### config.mk
export PLATFORM = sky130hd
export DESIGN_NAME = adder_error_monitor
export DESIGN_NICKNAME = d
export VERILOG_FILES = /design/src/rtl/adder_test_pkg.sv /design/src/rtl/adder_sat_counter.sv /design/src/rtl/adder_error_monitor.sv
export SDC_FILE = /design/constraint.sdc
export NUM_CORES = 1
export LEC_CHECK = 0
export CAP_MARGIN = 30
export CORE_MARGIN = 1
export CORE_UTILIZATION = 35
export CTS_BUF_LIST = sky130_fd_sc_hd__clkbuf_16
export CTS_CLUSTER_DIAMETER = 80
export CTS_CLUSTER_SIZE = 24
export DETAILED_ROUTE_END_ITERATION = 6
export GPL_ROUTABILITY_DRIVEN = 1
export GPL_TIMING_DRIVEN = 1
export PLACE_DENSITY = 0.74
export SETUP_SLACK_MARGIN = 0.1
export SKIP_CTS_REPAIR_TIMING = 1
export SLEW_MARGIN = 20
export SYNTH_ARGS = -nofsm -noshare
export SYNTH_HDL_FRONTEND = slang
export SYNTH_SLANG_ARGS = --single-unit
### constraint.sdc
create_clock -name clk -period 3.22 [get_ports clk]
set_input_delay 0.322 -clock clk [delete_from_list [all_inputs] [get_ports clk]]
set_output_delay 0.322 -clock clk [all_outputs]
set_load 0.1 [all_outputs]
### src/rtl/adder_test_pkg.sv
// Shared types and defaults for the adder error monitor: FSM state encoding
// and default compared-word / counter widths.
package adder_test_pkg;

  localparam int DEF_WIDTH = 17;
  localparam int DEF_CNT_W = 16;

  typedef enum logic [1:0] {
    ST_IDLE = 2'd0,
    ST_RUN  = 2'd1,
    ST_DONE = 2'd2
  } state_t;

endpackage

### src/rtl/adder_sat_counter.sv
// Saturating up-counter with synchronous clear. A clear wins over an increment.
// The count sticks at all-ones, so sat stays high until the next clear.
module adder_sat_counter #(
  parameter int CNT_W = 16
) (
  input  logic             clk,
  input  logic             rst,
  input  logic             clr,
  input  logic             inc,
  output logic [CNT_W-1:0] cnt,
  output logic             sat
);

  logic [CNT_W-1:0] cnt_q, cnt_d;

  always_comb begin
    cnt_d = cnt_q;
    if (clr) begin
      cnt_d = '0;
    end else if (inc && !(&cnt_q)) begin
      cnt_d = cnt_q + CNT_W'(1);
    end
  end

  always_ff @(posedge clk or posedge rst) begin
    if (rst) begin
      cnt_q <= '0;
    end else begin
      cnt_q <= cnt_d;
    end
  end

  assign cnt = cnt_q;
  assign sat = &cnt_q;

endmodule

### src/rtl/adder_error_monitor.sv
// Error-statistics monitor for an adder comparator: windowed sample/fail counts,
// sticky mismatch bits and first-failure capture. ADDER_ERRMON_HIST_EN adds per-bit histograms.
module adder_error_monitor
  import adder_test_pkg::*;
#(
  parameter int WIDTH       = DEF_WIDTH,
  parameter int CNT_W       = DEF_CNT_W,
  parameter int MAX_SAMPLES = 0
) (
  input  logic                     clk,
  input  logic                     rst,
  input  logic                     start,
  input  logic                     stop,
  input  logic                     valid,
  input  logic                     error,
  input  logic [WIDTH-1:0]         bit_error,
  output logic                     busy,
  output logic                     done,
  output logic                     pass,
  output logic [CNT_W-1:0]         sample_cnt,
  output logic [CNT_W-1:0]         fail_cnt,
  output logic [WIDTH-1:0]         sticky_bits,
  output logic                     first_fail_vld,
  output logic [CNT_W-1:0]         first_fail_idx,
  output logic [WIDTH-1:0]         first_fail_bits,
  output logic                     sat
`ifdef ADDER_ERRMON_HIST_EN
  ,
  input  logic [$clog2(WIDTH)-1:0] hist_sel,
  output logic [CNT_W-1:0]         hist_cnt
`endif
);

  // Value of sample_cnt just before the accept that reaches the limit.
  localparam logic [CNT_W-1:0] LIMIT_M1 =
    (MAX_SAMPLES == 0) ? '0 : CNT_W'(MAX_SAMPLES - 1);

  state_t state_q, state_d;

  logic             accept;
  logic             clr;
  logic             limit_hit;
  logic [WIDTH-1:0] sticky_q, sticky_d;
  logic             ffv_q, ffv_d;
  logic [CNT_W-1:0] ffi_q, ffi_d;
  logic [WIDTH-1:0] ffb_q, ffb_d;
  logic             smp_sat, fail_sat, hist_sat;

  assign accept    = (state_q == ST_RUN) && valid;
  assign limit_hit = (MAX_SAMPLES != 0) && accept && (sample_cnt == LIMIT_M1);

  always_comb begin
    state_d = state_q;
    clr     = 1'b0;
    case (state_q)
      ST_IDLE: begin
        if (start) begin
          state_d = ST_RUN;
          clr     = 1'b1;
        end
      end
      ST_RUN: begin
        // stop has priority over a simultaneous start while running
        if (stop || limit_hit) begin
          state_d = ST_DONE;
        end
      end
      ST_DONE: begin
        if (start) begin
          state_d = ST_RUN;
          clr     = 1'b1;
        end
      end
      default: state_d = ST_IDLE;
    endcase
  end

  always_comb begin
    sticky_d = sticky_q;
    ffv_d    = ffv_q;
    ffi_d    = ffi_q;
    ffb_d    = ffb_q;
    if (clr) begin
      sticky_d = '0;
      ffv_d    = 1'b0;
      ffi_d    = '0;
      ffb_d    = '0;
    end else if (accept) begin
      sticky_d = sticky_q | bit_error;
      if (error && !ffv_q) begin
        ffv_d = 1'b1;
        ffi_d = sample_cnt;
        ffb_d = bit_error;
      end
    end
  end

  always_ff @(posedge clk or posedge rst) begin
    if (rst) begin
      state_q  <= ST_IDLE;
      sticky_q <= '0;
      ffv_q    <= 1'b0;
      ffi_q    <= '0;
      ffb_q    <= '0;
    end else begin
      state_q  <= state_d;
      sticky_q <= sticky_d;
      ffv_q    <= ffv_d;
      ffi_q    <= ffi_d;
      ffb_q    <= ffb_d;
    end
  end

  adder_sat_counter #(.CNT_W(CNT_W)) u_sample_cnt (
    .clk (clk),
    .rst (rst),
    .clr (clr),
    .inc (accept),
    .cnt (sample_cnt),
    .sat (smp_sat)
  );

  adder_sat_counter #(.CNT_W(CNT_W)) u_fail_cnt (
    .clk (clk),
    .rst (rst),
    .clr (clr),
    .inc (accept && error),
    .cnt (fail_cnt),
    .sat (fail_sat)
  );

`ifdef ADDER_ERRMON_HIST_EN
  localparam int SEL_W = $clog2(WIDTH);
  localparam int NSEL  = 2 ** SEL_W;

  logic [CNT_W-1:0] hist_arr [NSEL];
  logic [NSEL-1:0]  hist_sat_arr;

  // Select codes past WIDTH map to constant-zero entries.
  for (genvar b = 0; b < NSEL; b++) begin : g_hist
    if (b < WIDTH) begin : g_cnt
      adder_sat_counter #(.CNT_W(CNT_W)) u_hist (
        .clk (clk),
        .rst (rst),
        .clr (clr),
        .inc (accept && bit_error[b]),
        .cnt (hist_arr[b]),
        .sat (hist_sat_arr[b])
      );
    end else begin : g_pad
      assign hist_arr[b]     = '0;
      assign hist_sat_arr[b] = 1'b0;
    end
  end

  assign hist_cnt = hist_arr[hist_sel];
  assign hist_sat = |hist_sat_arr;
`else
  assign hist_sat = 1'b0;
`endif

  assign busy            = (state_q == ST_RUN);
  assign done            = (state_q == ST_DONE);
  assign pass            = done && (fail_cnt == '0);
  assign sticky_bits     = sticky_q;
  assign first_fail_vld  = ffv_q;
  assign first_fail_idx  = ffi_q;
  assign first_fail_bits = ffb_q;
  assign sat             = smp_sat | fail_sat | hist_sat;

endmodule

==> results.ini <==
[status]
status=finished clean

[global_routing]
grt_use_total=0.1781
grt_max_degree=54
grt_pass1_wl_mm=15.85
grt_antenna_before_repair=0
grt_pass1_vias=3235
grt-ovfl-total=0

[worst_setup_path]
path_max_fanout=6
r2r_cells=6
r2r_start=u_sample_cnt.cnt[0]$_DFFE_PP0P_
cp-endpoint=sat
path_cells=ha_1, nand4_1, nor4_1, a21o_1, buf_4
cp.arrival_ns=2.29
startpoint=u_sample_cnt.cnt[0]$_DFFE_PP0P_
worstPathRequired_ns=2.90
path_class=register to output port
worst_path_max_delay_cell=nor4_1
critical_path.top_delay_family=simple AND/OR/NAND/NOR gates
ff2ff_setup_slack_ns=1.07
cp-start-kind=register
timing.rr.end=u_sample_cnt.cnt[14]$_DFFE_PP0P_
end_kind=output port
cp_num_cells=5
max_stage_delay_ns=0.54
crit_buf_inv=1

[timing]
whs_ns=0.3717
period_minus_slack_ns=2.614
min_period_over_period=0.8119
rsz0062_at_grt=no
finalSetupViolations=0
maxSlewViolCount=0
finalHoldViolCount=0
fin_tns_setup_ns=0
fin_skew_ns=0.004335
relSlewSlack=0.3381
tightest_slew_ns=0.9898
fmaxAchievable_mhz=382.5

[synthesis]
async_flop_share=1.000
synthCells=406
syn_area_per_cell_sq_um=9.387
synthTopCellsByArea=dfrtp_1, nand2_1, o21ai_0
syn-num-nets=432
synth_cell_types=44
synth-seq-area-share=0.5581
yosysTopAreaCellShare=0.5581
yosysTopAreaCell=dfrtp_1
ys_ff_latch=85
ys.flop_type=dfrtp_1
synth_edf_count=0
netlist_area_sq_um=3811
yosysWarnings=0

[route]
ant_nets=0
firstDrtPassIters=4
wl_mm=9.646
num_vias=3240
viasPerCell=4.985
wl_per_cell_um=14.84
drc=0
drt-initial-drc-count=105

[clock_network]
clk_latency_ns=0.33
htree_levels=3
cts.path.max_buffers=2
cts_buffers=9
cts_tree=done
cts_sinks=85
root_buffer=clkbuf_16
path_clk_slew_ns=0.06

[cells_and_area]
num_antenna_cells=0
nets=535
layout_common_cells=clkdlybuf4s50_1, nand2_1, dfrtp_1
utilization=0.5094
layout-drive-gt1-share=0.07977
n_fill_cell=1015
mostFrequentLayoutCell=clkdlybuf4s50_1
syn2layout_area_growth_pct=39.86

[placed_design]
io_buffer_count=109
place_congestion=0.8192
dpl.hpwl_mm=6.806

[die]
io_pins=110
rows=37
start_util=0.3643
fp.coreArea_sq_um=10460
die_area_sq_um=11310
die_w_um=106.4
die_h_um=106.4

[power_and_ir_drop]
p_leak_nw=2.263
power_density_nw_per_um2=756.5
ir_drop_v=0.0004127

[hold_path]
hp-class=primary input to asynchronous set/reset pin

[run]
drv_cap=0

-- registers in the layout (all words and copies together) (netlist names) --
name / cells
first_fail_bits: 17
first_fail_idx: 16
first_fail_vld: 1
state_q: 2
sticky_bits: 17
u_fail_cnt.cnt: 16
u_sample_cnt.cnt: 16
-- synthesized netlist by cell type (7+ instances only) --
| cell | instances |
|---|---|
| dfrtp_1 | 85 |
| a21oi_1 | 23 |
| nor4_1 | 7 |
| nand2_1 | 85 |
| nand3_1 | 18 |
| inv_1 | 7 |
| xnor2_1 | 8 |
| nand4_1 | 12 |
| o21ai_0 | 40 |
| nor2_1 | 39 |
| buf_2 | 7 |
| clkbuf_1 | 15 |
-- cells by family after synthesis --
| group | Yosys count | share of synthesized area |
|---|---|---|
| buf+inv | 31 | 0.03677 |
| fa+ha+maj | 3 | 0.009850 |
| simple gates | 193 | 0.2390 |
| compound gates | 79 | 0.1208 |
| xor+xnor | 12 | 0.02758 |
| mux | 3 | 0.007880 |
| flops | 85 | 0.5581 |
-- metrics by stage --
stage	cell area, sq um	power, W	worst slack, ns	std cells
after global placement	5026	0.003074	0.7711	633
after floorplan	3829	0.002654	0.1923	406
after global routing	5330	0.004197	0.5628	650
final	5330	0.004032	0.6057	650
after CTS	5330	0.004072	0.6355	650
after detailed placement	5054	0.003107	0.9572	634
-- worst min-delay path by stage --
stage / start / endpoint / slack [ns]
CTS: rst / first_fail_bits[9]$_DFFE_PP0P_ / 0.39
floorplan: stop / state_q[0]$_DFFE_PP0P_ / 0.43
detailed placement: first_fail_idx[4]$_DFFE_PP0P_ / first_fail_idx[4]$_DFFE_PP0P_ / 0.47
finish: rst / first_fail_bits[9]$_DFFE_PP0P_ / 0.37
global route: rst / first_fail_bits[10]$_DFFE_PP0P_ / 0.43
global placement: first_fail_idx[11]$_DFFE_PP0P_ / first_fail_idx[11]$_DFFE_PP0P_ / 0.46
-- metal layers --
layer  global-route usage  vias to the layer above  part of all wire
li1                     -                     1607                 -
met1               0.2319                     1546              0.45
met2               0.2959                       80              0.49
met3              0.03679                        7             0.043
met4              0.05556                        0            0.0085
met5                    0                        -                 0
-- cell type report --
cell class                 count  area [sq um]  share of cell area
clock buffer                   9         225.2             0.04225
clock inverter                 7         51.30            0.009624
inverter                       7         27.53            0.005164
multi-input combinational    290          1568              0.2941
sequential                    85          2127              0.3991
tap                          136         170.2             0.03192
timing repair buffer         116          1161              0.2178
-- where the power goes --
part / internal, W / switching (W) / leakage [nW]
Clock: 0.000524 / 0.000432 / 0.122
Combinational: 0.000376 / 0.00138 / 0.992
Sequential: 0.00121 / 0.000108 / 1.15
Power figures use the tool's default switching activity.
